<file path="config.mk">
export PLATFORM = sky130hd
export DESIGN_NAME = sync_fifo_ctrl
export DESIGN_NICKNAME = d
export VERILOG_FILES = /design/src/rtl/sync_fifo_pkg.sv /design/src/rtl/fifo_updn_counter.sv /design/src/rtl/sync_fifo_ctrl.sv
export SDC_FILE = /design/constraint.sdc
export NUM_CORES = 1
export LEC_CHECK = 0
export CAP_MARGIN = 20
export CELL_PAD_IN_SITES_DETAIL_PLACEMENT = 0
export CELL_PAD_IN_SITES_GLOBAL_PLACEMENT = 1
export CORE_UTILIZATION = 40
export CTS_BUF_LIST = sky130_fd_sc_hd__clkbuf_4 sky130_fd_sc_hd__clkbuf_8 sky130_fd_sc_hd__clkbuf_16
export DETAILED_ROUTE_END_ITERATION = 16
export PLACE_DENSITY_LB_ADDON = 0.1
export SETUP_SLACK_MARGIN = 0.1
export SYNTH_ARGS = -nofsm -noshare
export SYNTH_HDL_FRONTEND = slang
export SYNTH_HIERARCHICAL = 1
export SYNTH_SLANG_ARGS = --single-unit
export TNS_END_PERCENT = 100
</file>
<file path="constraint.sdc">
create_clock -name clk -period 6.6 [get_ports clk]
set_clock_uncertainty 0.2 [all_clocks]
set_input_delay 0.99 -clock clk [delete_from_list [all_inputs] [get_ports clk]]
set_output_delay 0.99 -clock clk [all_outputs]
set_load 0.03 [all_outputs]
</file>
<file path="src/rtl/sync_fifo_pkg.sv">
// Shared types and sizing helpers for the synchronous FIFO subsystem.
package sync_fifo_pkg;

    localparam int unsigned DefWidth = 16;
    localparam int unsigned DefDepth = 16;

    function automatic int unsigned cnt_w(input int unsigned depth);
        return $unsigned($clog2(depth)) + 32'd1;
    endfunction

    typedef struct packed {
        logic full;
        logic empty;
        logic almost_full;
        logic almost_empty;
        logic overflow;
        logic underflow;
    } fifo_status_t;

endpackage

</file>
<file path="src/rtl/fifo_updn_counter.sv">
// Up/down counter with synchronous clear; also exposes its next value so callers
// can register derived state in step with the count.
module fifo_updn_counter #(
    parameter int unsigned W = 5
) (
    input  logic         clk,
    input  logic         rst_,
    input  logic         clr_,
    input  logic         en,
    input  logic         up,
    output logic [W-1:0] count,
    output logic [W-1:0] count_nxt
);

    logic [W-1:0] cnt_q, cnt_d;

    always_comb begin
        cnt_d = cnt_q;
        if (!clr_) begin
            cnt_d = '0;
        end else if (en) begin
            cnt_d = up ? cnt_q + W'(1) : cnt_q - W'(1);
        end
    end

    always_ff @(posedge clk or negedge rst_) begin
        if (!rst_) begin
            cnt_q <= '0;
        end else begin
            cnt_q <= cnt_d;
        end
    end

    assign count     = cnt_q;
    assign count_nxt = cnt_d;

endmodule

</file>
<file path="src/rtl/sync_fifo_ctrl.sv">
// Single-clock FIFO: register-array storage, modulo pointers, occupancy counter
// and registered status flags that track the count on the same edge.
module sync_fifo_ctrl
    import sync_fifo_pkg::*;
#(
    parameter int unsigned WIDTH    = DefWidth,
    parameter int unsigned DEPTH    = DefDepth,
    parameter int unsigned AF_LEVEL = DEPTH - 2,
    parameter int unsigned AE_LEVEL = 2
) (
    input  logic                    clk,
    input  logic                    rst_,
    input  logic                    clr_,
    input  logic                    wr_en,
    input  logic [WIDTH-1:0]        wr_data,
    input  logic                    rd_en,
    output logic [WIDTH-1:0]        rd_data,
    output logic                    rd_valid,
    output logic [cnt_w(DEPTH)-1:0] count,
    output logic                    full,
    output logic                    empty,
    output logic                    almost_full,
    output logic                    almost_empty,
    output logic                    overflow,
    output logic                    underflow
);

    localparam int unsigned PW = $clog2(DEPTH);
    localparam int unsigned CW = cnt_w(DEPTH);
    localparam fifo_status_t StatusRst = '{
        full: 1'b0, empty: 1'b1, almost_full: 1'b0, almost_empty: 1'b1,
        overflow: 1'b0, underflow: 1'b0
    };

    logic [WIDTH-1:0] mem [DEPTH];
    logic [PW-1:0]    wr_ptr_q, wr_ptr_d, rd_ptr_q, rd_ptr_d;
    logic [WIDTH-1:0] rd_data_q, rd_data_d;
    logic             rd_valid_q, rd_valid_d;
    fifo_status_t     status_q, status_d;
    logic [CW-1:0]    cnt, cnt_nxt;
    logic             wa, ra;

    // A flush cycle accepts nothing.
    assign wa = clr_ && wr_en && !status_q.full;
    assign ra = clr_ && rd_en && !status_q.empty;

    fifo_updn_counter #(
        .W(CW)
    ) u_occ_cnt (
        .clk       (clk),
        .rst_      (rst_),
        .clr_      (clr_),
        .en        (wa ^ ra),
        .up        (wa),
        .count     (cnt),
        .count_nxt (cnt_nxt)
    );

    always_comb begin
        wr_ptr_d   = wa ? wr_ptr_q + PW'(1) : wr_ptr_q;
        rd_ptr_d   = ra ? rd_ptr_q + PW'(1) : rd_ptr_q;
        rd_data_d  = ra ? mem[rd_ptr_q] : rd_data_q;
        rd_valid_d = ra;

        status_d.full         = (cnt_nxt == CW'(DEPTH));
        status_d.empty        = (cnt_nxt == '0);
        status_d.almost_full  = (cnt_nxt >= CW'(AF_LEVEL));
        status_d.almost_empty = (cnt_nxt <= CW'(AE_LEVEL));
        status_d.overflow     = status_q.overflow || (wr_en && status_q.full);
        status_d.underflow    = status_q.underflow || (rd_en && status_q.empty);

        if (!clr_) begin
            wr_ptr_d   = '0;
            rd_ptr_d   = '0;
            rd_data_d  = '0;
            rd_valid_d = 1'b0;
            status_d   = StatusRst;
        end
    end

    always_ff @(posedge clk or negedge rst_) begin
        if (!rst_) begin
            wr_ptr_q   <= '0;
            rd_ptr_q   <= '0;
            rd_data_q  <= '0;
            rd_valid_q <= 1'b0;
            status_q   <= StatusRst;
        end else begin
            wr_ptr_q   <= wr_ptr_d;
            rd_ptr_q   <= rd_ptr_d;
            rd_data_q  <= rd_data_d;
            rd_valid_q <= rd_valid_d;
            status_q   <= status_d;
        end
    end

    // Storage is deliberately left out of reset.
    always_ff @(posedge clk) begin
        if (wa) begin
            mem[wr_ptr_q] <= wr_data;
        end
    end

    assign rd_data      = rd_data_q;
    assign rd_valid     = rd_valid_q;
    assign count        = cnt;
    assign full         = status_q.full;
    assign empty        = status_q.empty;
    assign almost_full  = status_q.almost_full;
    assign almost_empty = status_q.almost_empty;
    assign overflow     = status_q.overflow;
    assign underflow    = status_q.underflow;

endmodule

</file>
==> results.cfg <==
[run_status]
status = finished clean

[routing]
routed_wl_mm = 24.4
vias_per_cell = 5.33
ant_nets = 0
drt-wirelength-per-cell_um = 23.5
drtPass1Iterations = 4
first_iter_violations = 473
vias = 5538
drc = 0

[sta]
rsz0062_at_grt = no
max_freq_ghz = 0.251
worst_slew_pin_slew_ns = 1.07
relSlewSlack = 0.290
setup_tns_ns = 0
setup_violations = 0
min_period_over_period = 0.603
slew_violations = 0
setup_slack_ns = 2.62
fin_crit_ns = 3.98
fin_worst_hold_slack_ns = 0.161
finalHoldViolCount = 0

[critical_path]
crit_path_cell_trace = clkdlybuf4s50_1 > and3b_1 > inv_1 > ha_1 > nand2b_1 > a21oi_2 > mux2i_1 > mux2i_1 > or3_1 > o31ai_1
path_max_fanout = 24
rrSetupSlack_ns = 3.55
reg2reg_to = rd_data[5]
crit_type = in2reg
ff2ff_path_depth = 5
cpMostUsedCell = mux2i_1
cpPeakStageDelay_ns = 0.95
crit_path_start_kind = input pin
end_kind = flip-flop
cp.arrival_ns = 4.23
cpMaxStageDelayCell = clkdlybuf4s50_1
regToRegStartpoint = rd_ptr_q[1]
required_ns = 6.85

[cts]
numCtsBuffers = 31
cts_setup_buffers = 0
htree_levels = 1
clock_path_buffers = 3
clock_sinks = 292
cts.repair.resized = 0
clk_pin_slew_ns = 0.06
root_buffer = clkbuf_16
ctsHoldBuffers = 0
cts_tree = built
clk_latency_ns = 0.54

[floorplan]
initial_core_util = 0.411
ios = 49
die-area_sq_um = 29500
core_area_sq_um = 28100
rows = 61
die_h_um = 172
chipWidth_um = 172

[logic_synthesis]
synth.most_common_cell = edfxtp_1
synthesis.nets = 597
yosys_warnings = 6
synth_commonest_cells = edfxtp_1, mux4_2, dfrtp_1, mux2i_1, and2_1
syn_area_sq_um = 11500
yosysTopAreaCellShare = 0.666
synth_ff_type = edfxtp_1
synth_edf_count = 256
async_flop_share = 0.123
synth.area.top_cells = edfxtp_1, mux4_2, dfrtp_1, mux4_1, mux2i_1
synth_seq_cells = 292
synth_cell_type_count = 46
yosysTopAreaCell = edfxtp_1
avgSynthCellArea_sq_um = 20.4
netlist_instances = 567
synth-seq-area-share = 0.744

[placed_design]
gpl.final_weighted_congestion = 0.739
port_buffers = 48
place_ws_ns = 2.06
hpwl_mm = 13.9

[min_path]
hp-class = in2async

[pwr]
worst_ir_drop_vdd_v = 0.000156
power_w = 0.00423
power_density_nw_per_um2 = 313
p_sw_w = 0.000941
power_frac_seq = 0.494
p_sw_frac = 0.222
power_leakage_nw = 4.47
p_int_w = 0.00329
comb_power_share = 0.088
clock_power_share = 0.418

[layout]
utilization = 0.481
nFillCells = 2388
layout.nets = 666
diodes = 0
drive_gt1_frac = 0.192
area_delta_synth_final_pct = 17.2

[global_routing]
antenna_found_initial = 0
grt_pass1_wl_mm = 36.7
grt_usage = 0.173
grt_max_degree = 45
grt.overflow.total = 0
grt_pass1_vias = 5801

[run]
cap_violations = 0
[critical path: cells and delay by family]
kind                       cells  cell delay (ns)
AOI/OAI and AO/OA              2             0.37
adders and majority gates      1             0.37
buffers and inverters          2             1.12
muxes                          2             0.39
and+or+nand+nor                3             0.98
[state kept, by name, summed over array words and instances (netlist names)]
name,flops
almost_full,1
empty,1
overflow,1
rd_data,16
underflow,1
u_occ_cnt/count,5
almost_empty,1
rd_ptr_q,4
rd_valid,1
mem,256
wr_ptr_q,4
full,1
[layer usage]
metal  share of wire  global-route usage
met1            0.45               0.241
met5               0                   0
met4           0.011              0.0339
met2            0.49               0.290
met3           0.041              0.0284
[kinds of logic after synthesis]
kind of cell / after synthesis / share of synthesized area
compound gates: 43 / 0.0273
flops: 292 / 0.744
simple gates: 84 / 0.0397
mux: 98 / 0.155
fa+ha+maj: 9 / 0.0104
buf+inv: 33 / 0.0173
xor+xnor: 8 / 0.00607
[worst max-delay path by stage]
stage | endpoint | cells after the start | start | slack [ns]
6_report | empty | 10 | clr_ | 2.62
4_1_cts | empty | 10 | clr_ | 2.60
2_1_floorplan | empty | 10 | clr_ | 3.36
3_3_place_gp | empty | 10 | clr_ | 2.21
3_5_place_dp | empty | 10 | clr_ | 2.06
5_1_grt | empty | 10 | clr_ | 2.38
[through the flow]
step / area [sq um] / cells
floorplan: 11500 / 567
global placement: 12400 / 979
detailed placement: 12400 / 979
CTS: 13500 / 1037
global route: 13500 / 1039
finish: 13500 / 1039
[power by group through the flow]
stage | registers, W | logic, W | clock network [W]
final | 0.00209 | 0.000370 | 0.00177
after global routing | 0.00209 | 0.000401 | 0.00187
after CTS | 0.00209 | 0.000375 | 0.00181
after detailed placement | 0.00213 | 0.000373 | 0
after global placement | 0.00213 | 0.000369 | 0
after floorplan | 0.00216 | 0.000191 | 0
[cell type report]
cell class                 count  area [sq um]  share of cell area
tap                          378           473              0.0350
multi-input combinational    242          2750               0.204
timing repair buffer          62           613              0.0453
clock inverter                19           203              0.0150
inverter                       7          26.3             0.00194
clock buffer                  39           855              0.0632
sequential                   292          8600               0.636
[cells in the final DEF (no fill, tap or decap), drive strengths merged, types with 3 or more instances in the layout]
master / count
nor4: 3
buf: 15
inv: 7
nor2b: 9
nor2: 17
and3: 3
bufinv: 4
nand2b: 4
clkinv: 13
a211o: 8
dfrtp: 34
o21ai: 12
mux4: 60
edfxtp: 256
xnor2: 6
and2: 24
a21oi: 4
mux2: 4
clkbuf: 39
mux2i: 34
o2bb2a: 8
nand2: 13
clkdlybuf4s50: 47
ha: 8
Note: power is estimated with default switching activity, not from simulation.
